$ cat src/rtl/decade_count_sequencer_pkg.sv
// Shared definitions for the decade count sequencer: FSM state encoding,
// the largest legal BCD digit value and a nibble legality check.
package decade_count_sequencer_pkg;

  typedef enum logic [2:0] {
    ST_IDLE  = 3'd0,
    ST_LOAD  = 3'd1,
    ST_RUN   = 3'd2,
    ST_PAUSE = 3'd3,
    ST_DONE  = 3'd4
  } state_t;

  localparam logic [3:0] BCD_MAX = 4'd9;

  function automatic logic is_bcd(input logic [3:0] nib);
    return (nib <= BCD_MAX);
  endfunction

endpackage

$ cat src/rtl/decade_count_sequencer_digit.sv
// One mod-10 BCD digit: synchronous load has priority over increment,
// and o_tc flags the digit sitting at 9 so higher digits can chain on it.
module decade_count_sequencer_digit
  import decade_count_sequencer_pkg::*;
(
  input  logic       i_clk,
  input  logic       i_clr,
  input  logic       i_load,
  input  logic [3:0] i_load_val,
  input  logic       i_inc,
  output logic [3:0] o_q,
  output logic       o_tc
);

  logic [3:0] r_q;

  // Digit register: clear, load, or step with 9 -> 0 roll-over.
  always_ff @(posedge i_clk) begin
    if (!i_clr) begin
      r_q <= 4'd0;
    end else if (i_load) begin
      r_q <= i_load_val;
    end else if (i_inc) begin
      r_q <= (r_q == BCD_MAX) ? 4'd0 : (r_q + 4'd1);
    end else begin
      r_q <= r_q;
    end
  end

  assign o_q  = r_q;
  assign o_tc = (r_q == BCD_MAX);

endmodule

$ cat src/rtl/decade_count_sequencer.sv
// Sequencer for a chain of cascaded BCD digits: loads a preset, counts ticks
// until the count matches the stored target, with pause/resume/abort control.
module decade_count_sequencer
  import decade_count_sequencer_pkg::*;
#(
  parameter int DIGITS = 4
) (
  input  logic                  i_clk,
  input  logic                  i_clr,
  input  logic                  i_tick,
  input  logic                  i_start,
  input  logic                  i_pause,
  input  logic                  i_resume,
  input  logic                  i_abort,
  input  logic [4*DIGITS-1:0]   i_preset,
  input  logic [4*DIGITS-1:0]   i_target,
  output logic [4*DIGITS-1:0]   o_count,
  output logic                  o_busy,
  output logic                  o_done,
  output logic                  o_wrap,
  output logic                  o_err
);

  state_t                r_state;
  state_t                w_state_nxt;
  logic [4*DIGITS-1:0]   r_target;
  logic [4*DIGITS-1:0]   r_preset;
  logic                  r_wrap;
  logic                  r_err;
  logic                  w_load;
  logic [4*DIGITS-1:0]   w_load_val;
  logic                  w_run_ok;
  logic                  w_capture;
  logic                  w_err_nxt;
  logic                  w_start_ok;
  logic                  w_match;
  logic [DIGITS-1:0]     w_tc;
  logic [DIGITS-1:0]     w_low9;
  logic                  w_all9;

  // Start is legal only when every preset and target nibble is a BCD digit.
  always_comb begin
    w_start_ok = 1'b1;
    for (int i = 0; i < DIGITS; i++) begin
      w_start_ok = w_start_ok & is_bcd(i_preset[4*i +: 4]) & is_bcd(i_target[4*i +: 4]);
    end
  end

  // Same-cycle carry: digit i steps only when all lower digits are at 9.
  always_comb begin
    w_low9 = {DIGITS{1'b0}};
    w_all9 = 1'b1;
    for (int i = 0; i < DIGITS; i++) begin
      w_low9[i] = w_all9;
      w_all9    = w_all9 & w_tc[i];
    end
  end

  assign w_match = (o_count == r_target);

  for (genvar gi = 0; gi < DIGITS; gi++) begin : g_digit
    decade_count_sequencer_digit u_digit (
      .i_clk      (i_clk),
      .i_clr      (i_clr),
      .i_load     (w_load),
      .i_load_val (w_load_val[4*gi +: 4]),
      .i_inc      (i_tick & w_run_ok & w_low9[gi]),
      .o_q        (o_count[4*gi +: 4]),
      .o_tc       (w_tc[gi])
    );
  end

  // State register.
  always_ff @(posedge i_clk) begin
    if (!i_clr) begin
      r_state <= ST_IDLE;
    end else begin
      r_state <= w_state_nxt;
    end
  end

  // Next state and digit-chain control; abort overrides, an ignored start still masks pause/resume.
  always_comb begin
    w_state_nxt = r_state;
    w_load      = 1'b0;
    w_load_val  = r_preset;
    w_run_ok    = 1'b0;
    w_capture   = 1'b0;
    w_err_nxt   = 1'b0;
    if (i_abort) begin
      w_state_nxt = ST_IDLE;
      w_load      = 1'b1;
      w_load_val  = {(4*DIGITS){1'b0}};
    end else begin
      case (r_state)
        ST_IDLE, ST_DONE: begin
          if (i_start && w_start_ok) begin
            w_state_nxt = ST_LOAD;
            w_capture   = 1'b1;
          end else if (i_start) begin
            w_err_nxt   = 1'b1;
          end else begin
            w_state_nxt = r_state;
          end
        end
        ST_LOAD: begin
          w_load      = 1'b1;
          w_state_nxt = ST_RUN;
        end
        ST_RUN: begin
          if (w_match) begin
            w_state_nxt = ST_DONE;
          end else if (i_pause && !i_start) begin
            w_state_nxt = ST_PAUSE;
          end else begin
            w_run_ok    = 1'b1;
          end
        end
        ST_PAUSE: begin
          if (i_resume && !i_pause && !i_start) begin
            w_state_nxt = ST_RUN;
          end else begin
            w_state_nxt = ST_PAUSE;
          end
        end
        default: begin
          w_state_nxt = ST_IDLE;
        end
      endcase
    end
  end

  // Preset/target capture on an accepted start.
  always_ff @(posedge i_clk) begin
    if (!i_clr) begin
      r_target <= {(4*DIGITS){1'b0}};
      r_preset <= {(4*DIGITS){1'b0}};
    end else if (w_capture) begin
      r_target <= i_target;
      r_preset <= i_preset;
    end else begin
      r_target <= r_target;
      r_preset <= r_preset;
    end
  end

  // One-cycle wrap and reject pulses.
  always_ff @(posedge i_clk) begin
    if (!i_clr) begin
      r_wrap <= 1'b0;
      r_err  <= 1'b0;
    end else begin
      r_wrap <= i_tick & w_run_ok & w_all9;
      r_err  <= w_err_nxt;
    end
  end

  assign o_wrap = r_wrap;
  assign o_err  = r_err;
  assign o_busy = (r_state == ST_LOAD) || (r_state == ST_RUN) || (r_state == ST_PAUSE);
  assign o_done = (r_state == ST_DONE);

endmodule

$ cat config.mk
export PLATFORM = sky130hd
export DESIGN_NAME = decade_count_sequencer
export DESIGN_NICKNAME = d
export VERILOG_FILES = /design/src/rtl/decade_count_sequencer_pkg.sv /design/src/rtl/decade_count_sequencer_digit.sv /design/src/rtl/decade_count_sequencer.sv
export SDC_FILE = /design/constraint.sdc
export NUM_CORES = 1
export LEC_CHECK = 0
export CORE_ASPECT_RATIO = 0.5
export CORE_MARGIN = 2
export CORE_UTILIZATION = 40
export DETAILED_ROUTE_END_ITERATION = 10
export GPL_ROUTABILITY_DRIVEN = 0
export PLACE_DENSITY_LB_ADDON = 0.2
export SYNTH_ARGS = -nofsm -noshare
export SYNTH_HDL_FRONTEND = slang
export SYNTH_SLANG_ARGS = --single-unit
export TNS_END_PERCENT = 100
$ cat constraint.sdc
create_clock -name i_clk -period 2.6 [get_ports i_clk]
set_input_delay 0.52 -clock i_clk [delete_from_list [all_inputs] [get_ports i_clk]]
set_output_delay 0.52 -clock i_clk [all_outputs]
set_load 0.005 [all_outputs]
### Word-level counts from Yosys, hierarchy flattened

Cells that the tools add are included.

| storage, ports and cells | value |
|---|---|
| bits in registers | 53 |
| bits of input ports | 39 |
| output and inout port bits | 20 |
| word-level logic and storage cells | 94 |

| operators by class | value |
|---|---|
| add/subtract/negate cells | 4 |
| $lt $le $gt $ge | 8 |
| equal/unequal tests | 11 |
| multiplexer cells | 28 |
| bitwise gates (word level) | 17 |
| reduce and logical (&&, ||, !) cells | 17 |

Operators with widths:

| kind | number |
|---|---|
| 4-bit two-way mux | 12 |
| 4-bit less-or-equal comparator, second input constant | 8 |
| 4-bit by 1-bit adder with 4-bit output, second input constant | 4 |
| 16-bit == test | 1 |
| 4-bit == test, second input constant | 4 |
| 16-bit two-way mux | 1 |
| 1-bit AND | 15 |
| 3-bit case mux with 4 select lines | 1 |
| 1-bit two-way mux | 11 |
| 3-bit two-way mux | 3 |
| 2-bit nonzero test | 4 |
| 3-bit by 2-bit == test with 1-bit output, second input constant | 2 |
| 1-bit logical AND | 4 |
| 2-bit OR reduction | 2 |
| 4-bit OR reduction | 1 |
| 3-bit by 1-bit == test with 1-bit output, second input constant | 1 |
| 3-bit == test, second input constant | 1 |
| 3-bit logical NOT | 1 |
| 3-bit inequality test, second input constant | 1 |
| 1-bit logical NOT | 2 |
| 1-bit logical OR | 2 |
| 2-bit inequality test, second input constant | 1 |
| 1-bit inverter | 2 |
| 2-bit AND reduction | 1 |

### Longest topological paths before layout

| logic depth | value |
|---|---|
| depth in word-level cells | 12 |
| gate-level depth with buffers | 8 |
| gate-level depth less buffers | 6 |

### Cells and area by module

A second synthesis with hierarchy kept.

| unflattened totals | value |
|---|---|
| cell total of the unflattened synthesis | 300 |
| area, all modules | 2,826.5 um^2 |

Modules (own cells, without submodules):

| module | instances | cells an instance | area each (um^2) | seq. area each (um^2) |
|---|---|---|---|---|
| decade_count_sequencer | 1 | 192 | 1,865.5 | 740.7 |
| decade_count_sequencer_digit | 4 | 27 | 240.2 | 80.1 |

### Worst setup path before layout

OpenSTA, ideal clock, no wires.

| timing path | value |
|---|---|
| path kind | register -> register |
| start | register g_digit[2].u_digit.r_q[1] |
| end | register g_digit[0].u_digit.r_q[0] |
| setup time | 0.086 ns |
| arrival | 1.734 ns |
| required time | 2.514 ns |
| slack | 0.781 ns |
| cell stages (with the launch flop) | 9 |
| buffers on the path | 2 |
| clock period less this slack | 1.819 ns |
| path through | dfxtp_1 > buf_6 > xor2_2 > nor4_4 > nand4_4 > and2_4 > buf_6 > xnor2_1 > a211oi_1 |

| on the way | value |
|---|---|
| cells in the longest elaborated chain, start to end | 6 |

RTL lines:

| what | line | source |
|---|---|---|
| start: declaration | decade_count_sequencer_digit.sv:15 | `logic [3:0] r_q;` |
| start signal: assignment | decade_count_sequencer_digit.sv:22 | `r_q <= i_load_val;` |
| start signal: assignment | decade_count_sequencer_digit.sv:24 | `r_q <= (r_q == BCD_MAX) ? 4'd0 : (r_q + 4'd1);` |
| start signal: assignment | decade_count_sequencer_digit.sv:26 | `r_q <= r_q;` |
| 16-bit == test | decade_count_sequencer.sv:59 | `assign w_match = (o_count == r_target);` |
| 1-bit two-way mux | decade_count_sequencer.sv:111 | `if (w_match) begin` |
| 1-bit two-way mux | decade_count_sequencer.sv:95 | `case (r_state)` |
| 1-bit two-way mux | decade_count_sequencer.sv:90 | `if (i_abort) begin` |
| 1-bit AND | decade_count_sequencer.sv:67 | `.i_inc (i_tick & w_run_ok & w_low9[gi]),` |
| 2-bit nonzero test (no line) | n/a |  |
| end signal: assignment | decade_count_sequencer_digit.sv:22 |  |
| end signal: assignment | decade_count_sequencer_digit.sv:24 |  |
| end signal: assignment | decade_count_sequencer_digit.sv:26 |  |
| end: declaration | decade_count_sequencer_digit.sv:15 |  |

Every way passes these cells.
A chain may end at the register's enable or synchronous reset.

### Worst setup path in the final report

| timing path | value |
|---|---|
| start | input port i_preset[9] |
| end | register r_target[12] |

| on the way | value |
|---|---|
| cells in the longest elaborated chain, start to end | 9 |

RTL lines:

| what | line | source |
|---|---|---|
| start: declaration | decade_count_sequencer.sv:15 | `input logic [4*DIGITS-1:0] i_preset,` |
| 4-bit less-or-equal comparator | decade_count_sequencer_pkg.sv:16 | `return (nib <= BCD_MAX);` |
| 1-bit AND (4 in a row) | decade_count_sequencer.sv:45 | `w_start_ok = w_start_ok & is_bcd(i_preset[4*i +: 4]) & is_bcd(i_target[4*i +: 4]);` |
| 1-bit logical AND | decade_count_sequencer.sv:97 | `if (i_start && w_start_ok) begin` |
| 1-bit two-way mux | decade_count_sequencer.sv:97 |  |
| 1-bit two-way mux | decade_count_sequencer.sv:95 |  |
| 1-bit two-way mux | decade_count_sequencer.sv:90 |  |
| end signal: assignment | decade_count_sequencer.sv:136 | `r_target <= {(4*DIGITS){1'b0}};` |
| end signal: assignment | decade_count_sequencer.sv:139 | `r_target <= i_target;` |
| end signal: assignment | decade_count_sequencer.sv:142 | `r_target <= r_target;` |
| end: declaration | decade_count_sequencer.sv:26 | `logic [4*DIGITS-1:0] r_target;` |

Every way passes these cells.

==> results.toml <==
[worst_setup_path]
crit_type = "primary input to flop"
worst_ep_arrival_time_ps = 2500
path_max_fanout = 18
critPathCaptureType = "flop"
rr_worst_depth = 6
startpoint_type = "primary input"
cp.required_ps = 2790

[yosys]
synthTopCellsByArea = "dfxtp_1 36%, mux2i_1 14%, nor2b_1 8.1%"
async_reset_ff_share_pct = 0
synth_top_area_share_pct = 36.3
syn_inst = 306
ys_types = 54
synth-warning-count = 0
synth_edf_count = 0
yosysSeqAreaShare_pct = 36.3
yosysTopAreaCell = "dfxtp_1"
syn_avg_cell_area_um2 = 9.54
synth_seq_cells = 53
synthFlopType = "dfxtp_1"
syn_area_mm2 = 0.00292
synth_nets = 345

[power_and_ir_drop]
p_int_mw = 1.40
swShare_pct = 21.4
seq_power_share_pct = 46.4
p_total_mw = 1.78
p_leak_nw = 1.43
vdd_ir_drop_max_mv = 0.206
comb_power_share_pct = 9.8
p_per_area_mw_per_mm2 = 472
p_sw_mw = 0.380
pwr-share-clk_pct = 43.8

[floorplanning]
die_x_um = 125
io_pins = 59
die_area_mm2 = 0.00804
num_rows = 21
die_y_um = 64.4
start_util_pct = 42.6
core_area_mm2 = 0.00686

[route]
drc_errors = 0
drt_wl_total_um = 7670
vias = 2422
first_pass_iters = 4
ant_nets = 0
wire_per_inst_um = 16.7
drt_iter0_drc = 129
via_per_inst = 5.29

[grt]
track_usage_pct = 19.6
overflow = 0
grt_max_degree = 25
grt_pass1_vias = 2259
antenna_found_initial = 0
grt_pass1_wl_um = 12200

[cells_and_area]
fin_nets = 404
syn2layout_area_growth_pct = 29.1
register_area_mm2 = 0.00106
multi_input_area_mm2 = 0.00172
final_cell_count_no_fill = 458
layout_common_cells = "58 x clkdlybuf4s50_1, 53 x dfxtp_1, 40 x mux2i_1, 38 x nor2b_1, 20 x nor2_1"
post-route-util_pct = 54.9
final_common_cell = "clkdlybuf4s50_1"
diodes = 0
drive_above_1_share_pct = 10.7
fillCellCount = 618

[cts]
cts_tree = "yes"
clkSlewWorstSetupHoldPaths_ps = 70
post-cts-setup-buffers = 0
hold_buffers = 0
cts-htree-levels = 2
cts.path.max_buffers = 2
clk_latency_ps = 290
cts_root_buf = "clkbuf_16"
clock-sinks = 53
ctsResizeCount = 0
cts_buffers = 5

[timing]
tns_ps = 0
post-route-period-util_pct = 89.0
finalWorstSetupSlack_ps = 287
hold_viol = 0
clock_skew_ps = 5.13
tightest_slew_ps = 540
maxSlewViolCount = 0
max-slew-margin-rel_pct = 63.8
fmax_mhz = 432
grt_setup_unrepaired = "false"
fin_crit_ps = 2310
setup_violations = 0

[status]
outcome = "finished, final reports clean"

[min_path]
min-delay-path-class = "flop to flop"
hold-path-cell-count = 2

[job]
drv_cap = 0

[place]
pre_cts_slack_ps = 8.11
dpl.cell_count = 450
portBuffers = 58
hpwl_um = 5770
## power by group through the flow
stage	logic [mW]	registers, mW	clock network, mW
floorplan	0.0734	0.842	0
global placement	0.171	0.845	0
detailed placement	0.173	0.845	0
CTS	0.174	0.826	0.797
global route	0.186	0.826	0.835
finish	0.174	0.826	0.780
## through the flow
| step | area (um2) | hold WS (ps) |
|---|---|---|
| 2_1_floorplan | 2920 | 439 |
| 3_3_place_gp | 3590 | 477 |
| 3_5_place_dp | 3590 | 481 |
| 4_1_cts | 3770 | 496 |
| 5_1_grt | 3770 | 543 |
| 6_report | 3770 | 498 |
## sequential cells by signal, indices dropped and copies added (netlist names)
| name | count |
|---|---|
| r_state | 3 |
| r_preset | 16 |
| o_err | 1 |
| r_target | 16 |
| g_digit.u_digit.o_q | 16 |
| o_wrap | 1 |
## worst paths after layout
| kind | startpoint | to | slack, ps |
|---|---|---|---|
| min | r_preset[13]$_SDFFE_PN0P_ | g_digit[3].u_digit.o_q[1]$_SDFFE_PN0P_ | 500 |
| min reg2reg | r_preset[13]$_SDFFE_PN0P_ | g_digit[3].u_digit.o_q[1]$_SDFFE_PN0P_ | 500 |
| max reg2reg | g_digit[0].u_digit.o_q[0]$_SDFFE_PN0P_ | g_digit[0].u_digit.o_q[0]$_SDFFE_PN0P_ | 590 |
| max | i_preset[9] | r_target[12]$_SDFFE_PN0P_ | 290 |
## worst max-delay path, cell delays in order
cell and delay [ps]:
clkdlybuf4s50_1 410, o21ai_0 450, nand3_1 140, nor3_1 210, and3b_2 280, buf_12 190, mux2i_1 220, nor2b_1 70
## layer usage
layer | up-vias | wire length [um] | GRT usage, %
li1 | 1195 | - | -
met1 | 1141 | 3760 | 28.6
met2 | 78 | 3180 | 29.0
met3 | 8 | 638 | 4.44
met4 | 0 | 82 | 5.00
met5 | - | 0 | 0
## cells in the mapped netlist (2+ instances only)
cell type and number:
buf_6 7, o21ai_0 17, nor3_1 6, a21oi_1 8
nand4_1 2, nand3_1 3, nor4_4 3, nor3b_1 2
o211ai_1 3, nor2_1 20, dfxtp_1 53, inv_1 5
nand3b_1 2, a41o_1 3, nand3_2 2, nor2b_1 38
nand2b_1 3, buf_2 3, mux2i_1 40, xnor2_1 4
clkbuf_1 7, a22o_1 2, a211oi_1 6, nand2_1 16
o211a_1 2, nor3b_2 2, and3_1 2, xor2_1 19
## area by class of cell
type	count	share of cell area [%]
clock buffers	7	3.79
well taps	92	3.06
flip-flops and latches	53	28.2
clock inverters	1	0.797
multi-input cells	230	45.6
inverters	5	0.498
repair buffers	70	18.1
## logic make-up after synthesis
logic type                count (synthesis)  share of synthesized area (%)
buffers and inverters                    23                           4.89
AOI/OAI and AO/OA                        53                           12.7
xor gates and xnor gates                 24                           7.46
muxes                                    40                           13.7
DFF                                      53                           36.3
and+or+nand+nor                         113                           24.9
Note: power is estimated with default switching activity, not from simulation.
